<file path="config.mk">
export PLATFORM = sky130hd
export DESIGN_NAME = ps2kbd_io
export DESIGN_NICKNAME = d
export VERILOG_FILES = /design/src/rtl/ps2kbd_io.sv
export SDC_FILE = /design/constraint.sdc
export NUM_CORES = 1
export LEC_CHECK = 0
export CAP_MARGIN = 15
export CORE_MARGIN = 2
export CORE_UTILIZATION = 36
export DETAILED_ROUTE_END_ITERATION = 8
export GPL_TIMING_DRIVEN = 0
export PLACE_DENSITY_LB_ADDON = 0.08
export SLEW_MARGIN = 20
export SYNTH_ARGS = -nofsm -noshare
export SYNTH_HDL_FRONTEND = slang
export SYNTH_SLANG_ARGS = --single-unit
</file>
<file path="constraint.sdc">
create_clock -name clock -period 2.9 [get_ports clock]
set_input_delay 0.58 -clock clock [delete_from_list [all_inputs] [get_ports clock]]
set_output_delay 0.58 -clock clock [all_outputs]
set_load 0.05 [all_outputs]
</file>
<file path="src/rtl/ps2kbd_io.sv">
// Host-side PS/2 keyboard receiver with scan-code FIFO, memory-mapped as STATUS (BASE) and DATA (BASE+1).
// Optional: define PS2KBD_PARITY_EN to enforce odd parity and report PERR.
module ps2kbd_io #(
  parameter logic [15:0] BASE       = 16'h0030,
  parameter int          FIFO_DEPTH = 8,
  parameter int          FILTER     = 4,
  parameter int          TIMEOUT    = 25000
) (
  input  logic        clock,
  input  logic        reset,
  input  logic [15:0] address,
  input  logic [7:0]  data_i,
  input  logic        wren,
  output logic [7:0]  data_o,
  output logic        sel,
  input  logic        ps2_clk,
  input  logic        ps2_dat
);
  // state    | meaning
  // S_IDLE   | waiting for a start bit (data low at a sample point)
  // S_DATA   | shifting 8 data bits, LSB first
  // S_PARITY | capturing the parity bit
  // S_STOP   | checking the stop bit, pushing the byte if good
  typedef enum logic [1:0] {S_IDLE, S_DATA, S_PARITY, S_STOP} state_t;

  localparam int PW  = $clog2(FIFO_DEPTH);
  localparam int CW  = PW + 1;
  localparam int FCW = $clog2(FILTER) + 1;
  localparam int WDW = $clog2(TIMEOUT + 1);
  localparam logic [FCW-1:0] FC_MAX = FCW'(FILTER - 1);
  localparam logic [WDW-1:0] WD_MAX = WDW'(TIMEOUT);
  localparam logic [CW-1:0]  C_FULL = CW'(FIFO_DEPTH);

  logic           clk_s1_q, clk_s2_q, dat_s1_q, dat_s2_q;
  logic           fclk_q, fclk_d;
  logic [FCW-1:0] fcnt_q, fcnt_d;
  state_t         state_q, state_d;
  logic [2:0]     bitcnt_q, bitcnt_d;
  logic [7:0]     shreg_q, shreg_d;
  logic [WDW-1:0] wdog_q, wdog_d;
  logic [PW-1:0]  head_q, head_d, tail_q, tail_d;
  logic [CW-1:0]  count_q, count_d;
  logic           ovf_q, ovf_d, perr_q, perr_d;
  logic [7:0]     mem_q [FIFO_DEPTH];
`ifdef PS2KBD_PARITY_EN
  logic           par_q, par_d;
`endif

  logic sel_status, sel_data, empty, full, sample, pop, push, push_ok, perr_set, st_wr;
  logic [7:0] status;
  logic unused_data;

  assign unused_data = ^{data_i[7:4], data_i[1:0]};

  always_comb begin
    fclk_d    = fclk_q;
    fcnt_d    = fcnt_q;
    state_d   = state_q;
    bitcnt_d  = bitcnt_q;
    shreg_d   = shreg_q;
    wdog_d    = wdog_q;
    head_d    = head_q;
    tail_d    = tail_q;
    count_d   = count_q;
    push      = 1'b0;
    perr_set  = 1'b0;
`ifdef PS2KBD_PARITY_EN
    par_d     = par_q;
`endif

    sel_status = (address == BASE);
    sel_data   = (address == BASE + 16'd1);
    sel        = sel_status | sel_data;
    empty      = (count_q == '0);
    full       = (count_q == C_FULL);
    pop        = wren & sel_data & ~empty;
    st_wr      = wren & sel_status;

    // Clock level flips only after FILTER consecutive disagreeing samples.
    sample = fclk_q & ~clk_s2_q & (fcnt_q == FC_MAX);
    if (clk_s2_q == fclk_q) begin
      fcnt_d = '0;
    end else if (fcnt_q == FC_MAX) begin
      fclk_d = ~fclk_q;
      fcnt_d = '0;
    end else begin
      fcnt_d = fcnt_q + FCW'(1);
    end

    case (state_q)
      S_IDLE: begin
        wdog_d = '0;
        if (sample && !dat_s2_q) begin
          state_d  = S_DATA;
          bitcnt_d = '0;
        end
      end
      S_DATA: if (sample) begin
        shreg_d  = {dat_s2_q, shreg_q[7:1]};
        bitcnt_d = bitcnt_q + 3'd1;
        if (bitcnt_q == 3'd7) state_d = S_PARITY;
      end
      S_PARITY: if (sample) begin
`ifdef PS2KBD_PARITY_EN
        par_d   = dat_s2_q;
`endif
        state_d = S_STOP;
      end
      default: if (sample) begin
        state_d = S_IDLE;
        if (dat_s2_q) begin
`ifdef PS2KBD_PARITY_EN
          if (^{par_q, shreg_q}) push = 1'b1;
          else                   perr_set = 1'b1;
`else
          push = 1'b1;
`endif
        end
      end
    endcase

    if (state_q != S_IDLE) begin
      if (sample) begin
        wdog_d = '0;
      end else if (wdog_q == WD_MAX) begin
        state_d = S_IDLE;
        wdog_d  = '0;
      end else begin
        wdog_d = wdog_q + WDW'(1);
      end
    end

    // A pop in the same cycle frees the slot a full-FIFO push needs.
    push_ok = push & (~full | pop);
    if (push_ok) tail_d = tail_q + PW'(1);
    if (pop)     head_d = head_q + PW'(1);
    count_d = count_q + CW'(push_ok) - CW'(pop);

    ovf_d  = (ovf_q  & ~(st_wr & data_i[2])) | (push & full & ~pop);
    perr_d = (perr_q & ~(st_wr & data_i[3])) | perr_set;

    status = {4'(count_q), perr_q, ovf_q, full, ~empty};
    data_o = 8'h00;
    if (sel_status)          data_o = status;
    else if (sel_data && !empty) data_o = mem_q[head_q];
  end

  always_ff @(posedge clock) begin
    if (reset) begin
      clk_s1_q <= 1'b1;
      clk_s2_q <= 1'b1;
      dat_s1_q <= 1'b1;
      dat_s2_q <= 1'b1;
      fclk_q   <= 1'b1;
      fcnt_q   <= '0;
      state_q  <= S_IDLE;
      bitcnt_q <= '0;
      shreg_q  <= '0;
      wdog_q   <= '0;
      head_q   <= '0;
      tail_q   <= '0;
      count_q  <= '0;
      ovf_q    <= 1'b0;
      perr_q   <= 1'b0;
`ifdef PS2KBD_PARITY_EN
      par_q    <= 1'b0;
`endif
    end else begin
      clk_s1_q <= ps2_clk;
      clk_s2_q <= clk_s1_q;
      dat_s1_q <= ps2_dat;
      dat_s2_q <= dat_s1_q;
      fclk_q   <= fclk_d;
      fcnt_q   <= fcnt_d;
      state_q  <= state_d;
      bitcnt_q <= bitcnt_d;
      shreg_q  <= shreg_d;
      wdog_q   <= wdog_d;
      head_q   <= head_d;
      tail_q   <= tail_d;
      count_q  <= count_d;
      ovf_q    <= ovf_d;
      perr_q   <= perr_d;
`ifdef PS2KBD_PARITY_EN
      par_q    <= par_d;
`endif
    end
  end

  always_ff @(posedge clock) begin
    if (push_ok) mem_q[tail_q] <= shreg_q;
  end
endmodule

</file>
Yosys cells after proc, flatten, opt, wreduce, memory -nomap -nowiden
Memory sizes are Yosys's and may differ from the RTL's. A register that Yosys moved wholly into a read port is not among the register bits.
Index checks and enable logic that the tools add are counted.

operators by class
  bitwise logic cells = 23
  multipliers = 0
  mux-type cells = 25
  order comparisons = 0
  $add $sub $neg = 7
  divide/modulo/power cells = 0
  shifts and indexed selects = 0
  equal/unequal tests = 11
  reductions and logical operators = 14

operators by type and width
  cell                   number
  $mux 15                4
  $eq 16x6->1 const B    2
  $mux 2                 8
  $mux 8                 2
  $add 15x1->15 const B  1
  $eq 15x15->1 const B   1
  $add 3x1->3 const B    4
  $and 1x1->1            12
  $mux 3                 4
  $not 1->1              8
  $pmux 2 s3             1
  $pmux 3 s2             1
  $reduce_bool 2->1      3
  $reduce_or 3->1        2
  $mux 1                 5
  $add 4x1->4            1
  $eq 4x4->1 const B     1
  $logic_not 4->1        1
  $ne 2x2->1 const B     2
  $reduce_and 2->1       2
  $sub 4x1->4            1
  $eq 3x2->1 const B     1
  $eq 3x3->1 const B     1
  $or 1x1->1             3
  7 further kinds        9

storage, ports and cells
  register bits = 48
  ROM bits = 0
  input port bits = 29
  word-level logic and storage cells = 96
  memories kept = 1
  latch bits = 0
  memory bits (writable) = 64
  output and inout bits = 9

memories
  name   words  width  read ports  clocked after memory_dff  wr ports  RTL line  text
  mem_q  8      8      1           1                         1         44        logic [7:0] mem_q [FIFO_DEPTH];

Logic depth before layout (Yosys ltp)
Gate-level depths: netlist of run 1.

  depth in word-level cells = 9
  gate-level depth with buffers = 14
  gate-level depth less buffers = 13

Worst setup path before layout of run 1
Ideal clock, no wire load.

  path kind = input-to-output
  from = input port address[9]
  to = output port data_o[2]
  stages on the path = 5
  data required time = 2.320 ns
  path buffers = 1
  slack = -0.402 ns
  data arrival time = 2.722 ns
  cells stage by stage = nor4_1 -> and4_2 -> buf_2 -> nand3_1 -> o21ai_0

between the ends
  word-level cells in the longest chain between the ends = 4

RTL lines
  what               RTL line  text
  from (decl)        11        input logic [15:0] address,
  $eq 16x6->1        72        sel_data = (address == BASE + 16'd1);
  $logic_and 1x1->1  145       else if (sel_data && !empty) data_o = mem_q[head_q];
  $mux 8             145
  $mux 8 (*)         144       if (sel_status) data_o = status;
  to (decl)          14        output logic [7:0] data_o,

Every way passes the cells marked *; elsewhere a longest branch is shown, timed or not.

==> summary.json, run 1 <==
{
  "finish": {
    "postLayoutCellArea_sq_um": 6115,
    "final_net_count": 475,
    "mostFrequentLayoutCell": "sky130_fd_sc_hd__edfxtp_1",
    "antenna_cells_inserted": 0,
    "nFillCells": 1221,
    "layout.cells.non_filler": 619,
    "layout-drive-gt1-share": 0.2302,
    "area_growth_pct": 27.17,
    "fin_util": 0.4654,
    "layout.cells.most_common_list": "64 x sky130_fd_sc_hd__edfxtp_1, 50 x sky130_fd_sc_hd__dfxtp_1, 31 x sky130_fd_sc_hd__nor2_1"
  },
  "placed_design": {
    "dpl_worst_slack_ps": -991.6,
    "routabilityCongestion": 0.7075,
    "dpl.hpwl_mm": 7.146,
    "port_buffers": 31,
    "post_dp_cell_area_sq_um": 5418,
    "place.detailed.instances": 583
  },
  "min_path": {
    "hold_start": "clk_s1_q",
    "worst_hold_path_type": "flop to flop"
  },
  "power": {
    "vdd_drop_max_mv": 0.4486,
    "power_leakage_nw": 2.112,
    "power_density_nw_per_um2": 607.0,
    "post-layout-total-power_mw": 3.712
  },
  "setup_path": {
    "cp.arrival_ps": 2230,
    "crit_type": "flop to primary output",
    "worst_r2r_path_depth": 14,
    "reg2reg_setup_slack_ps": 170,
    "critical_path.reg2reg.endpoint": "count_q[2]",
    "timing.critical_path.required_ps": 2320,
    "r2r_start": "count_q[3]",
    "crit_path_max_fanout": 10,
    "worst_setup_path_end_kind": "primary output",
    "cp-endpoint": "data_o[1]",
    "critical_path.startpoint_type": "flop"
  },
  "global_route": {
    "global_route.peak_usage_layer": "met2",
    "antenna_found_initial": 0,
    "groute.layer.met2.usage": 0.2625,
    "gr_usage_total": 0.1626,
    "grt_pass1_wl_mm": 17.15,
    "grt_remaining_overflow": 0,
    "maximum_number_of_pins_on_one_net_before_global_route_repair": 17,
    "use_met1": 0.2078,
    "grt.met3_usage": 0.04800,
    "number_of_global_route_vias_before_repair": 3192
  },
  "timing": {
    "transition_time_of_the_tightest_slew_check_pin_ps": 964.5,
    "final_max_slew_viol_count": 0,
    "hold_violations": 0,
    "slew_headroom": 0.3546,
    "max_clock_freq_mhz": 355.6,
    "timing.final.crit_share": 0.9698,
    "layout_min_cycle_time_ps": 2812,
    "clock-skew-final_ps": 5.492,
    "setup_viol": 0,
    "grt_setup_unrepaired": "true",
    "final_critical_path_setup_slack_ps": 87.62
  },
  "clocking": {
    "htree_num_levels": 4,
    "worstSkewPairLatency_ps": 410,
    "root_buffer": "sky130_fd_sc_hd__clkbuf_16",
    "cts_hold_buf": 0,
    "ctsLongestPathBuffers": 2,
    "clk_pin_slew_worst_paths_ps": 50,
    "cts.sinks": 115,
    "cts_tree": "yes",
    "cts-buffers-inserted": 17
  },
  "drt": {
    "drtPass1Iterations": 4,
    "postRouteAntennaNets": 0,
    "drc_errors": 0,
    "detail_route.wl_per_cell_um": 17.11,
    "drt-total-wl_mm": 10.59,
    "detail_route.vias_per_cell": 4.879,
    "vias": 3020,
    "drt_first_iter_violations": 165
  },
  "synthesis": {
    "yosys_register_bits": 115,
    "postSynthCellCount": 372,
    "synth.yosys.seq_area_share": 0.6120,
    "synth.distinct_cells": 46,
    "yosysWarnings": 0,
    "syn_area_sq_um": 4808,
    "mappedNetlistNets": 417,
    "yosys.area.top_type_share": 0.3997,
    "netlist_top_cells_area": "sky130_fd_sc_hd__edfxtp_1 40%, sky130_fd_sc_hd__dfxtp_1 21%, sky130_fd_sc_hd__mux4_2 7.5%",
    "synth_top_cell_by_area": "sky130_fd_sc_hd__edfxtp_1",
    "post_synth.cell_area_avg_sq_um": 12.93
  },
  "floorplanning": {
    "die_height_um": 119.6,
    "rows": 42,
    "io_pins": 38,
    "core_area_sq_um": 13140,
    "initial_core_util": 0.3660,
    "die_x_um": 119.6,
    "fp.dieArea_sq_um": 14300
  },
  "run_status": {
    "run_status": "completed"
  },
  "job": {
    "max_cap_violations": 0
  }
}
[area by class of cell]
cell class / count / area (sq um) / area share
flip-flops and latches: 115 / 2944 / 0.4815
multi-input cells: 222 / 1832 / 0.2996
clock buffers: 19 / 432.9 / 0.07080
repair buffers: 41 / 400.4 / 0.06548
well taps: 176 / 220.2 / 0.03601
clock inverters: 13 / 117.6 / 0.01923
plain buffers: 14 / 93.84 / 0.01535
inverters: 19 / 73.82 / 0.01207
[cell families (layout without fill, tap and decap cells)]
logic type      after synthesis  in the layout  synth area share
fa+ha+maj                    16             16           0.04320
compound gates               38             38           0.04814
mux                          28             28            0.1012
simple gates                124            124            0.1335
flops                       115            115            0.6120
buf+inv                      35            106           0.03279
xor+xnor                     16             16           0.02914
[worst min-delay path by stage]
stage                           to  slack [ps]  depth (start not counted)
after floorplan           clk_s2_q         390                          1
after global placement    clk_s2_q         390                          1
after detailed placement  clk_s2_q         390                          1
after CTS                 clk_s2_q         410                          1
after global routing      dat_s2_q         440                          1
final                     clk_s2_q         410                          1
[synthesized netlist by cell type (all sizes together)]
library cell	number
edfxtp	64
dfxtp	51
nor2	32
nand2	30
inv	19
a21oi	18
mux4	16
ha	15
mux2i	10
xnor2	10
nor3	9
buf	8
clkbuf	8
nand3	8
nand2b	7
o21ai	7
nor4	6
xor2	6
nor2b	5
o22ai	5
or2	5
or3	5
nand4	4
and2	3
and3	3
o211ai	3
mux2	2
or4bb	2
a211o	1
a211oi	1
a21o	1
a311oi	1
a32oi	1
and4	1
fa	1
nor4b	1
nor4bb	1
or3b	1
or4b	1
[routing by layer]
metal,up-vias,wire (um)
met5,-,0
met2,66,4964
met3,13,539
met1,1467,4929
met4,0,158
li1,1474,-
[through the flow]
step	hold slack [ps]	TNS [ps]
6_report	405.8	0
5_1_grt	444.5	-647.5
3_3_place_gp	392.2	-53420
2_1_floorplan	389.5	-924.9
4_1_cts	407.4	0
3_5_place_dp	392.8	-28310
[worst max-delay path, stage by stage, from the launching register on]
cell and delay, ps:
sky130_fd_sc_hd__dfxtp_1 310, sky130_fd_sc_hd__buf_4 210, sky130_fd_sc_hd__buf_8 200, sky130_fd_sc_hd__mux4_2 520, sky130_fd_sc_hd__mux2i_1 270, sky130_fd_sc_hd__o22ai_2 140
sky130_fd_sc_hd__buf_6 170
[flip-flops by register name (all words and copies together), names as in the netlist, 3 cells and up, named ones only]
name,cells
bitcnt_q,3
count_q,4
fcnt_q,3
head_q,3
mem_q,64
shreg_q,8
tail_q,3
wdog_q,15
[where the power goes]
part / switching, mW / internal [mW] / total [mW] / leakage, nW
combinational: 0.0202 / 0.0318 / 0.0520 / 0.843
clock: 0.709 / 1.24 / 1.95 / 0.264
sequential: 0.00144 / 1.71 / 1.71 / 1.00
[what timing repair did]
action / CTS / global route
pin swaps: 4 / 6
hold endpoints to repair: 0 / 0
gates resized for setup: 65 / 22
buffers inserted: 2 / 4
setup endpoints to repair: 36 / 25
gates cloned: 0 / 0
Note: power is estimated with default switching activity, not from simulation.
==> run 2, diff against run 1 <==
--- a/config.mk
+++ b/config.mk
@@ -10,6 +10,7 @@
 export CORE_UTILIZATION = 36
 export DETAILED_ROUTE_END_ITERATION = 8
 export GPL_TIMING_DRIVEN = 0
+export HOLD_SLACK_MARGIN = 0.1
 export PLACE_DENSITY_LB_ADDON = 0.08
 export SLEW_MARGIN = 20
 export SYNTH_ARGS = -nofsm -noshare
==> results of run 2 <==
Final layout, timing and power as in run 1 (identical DEF).
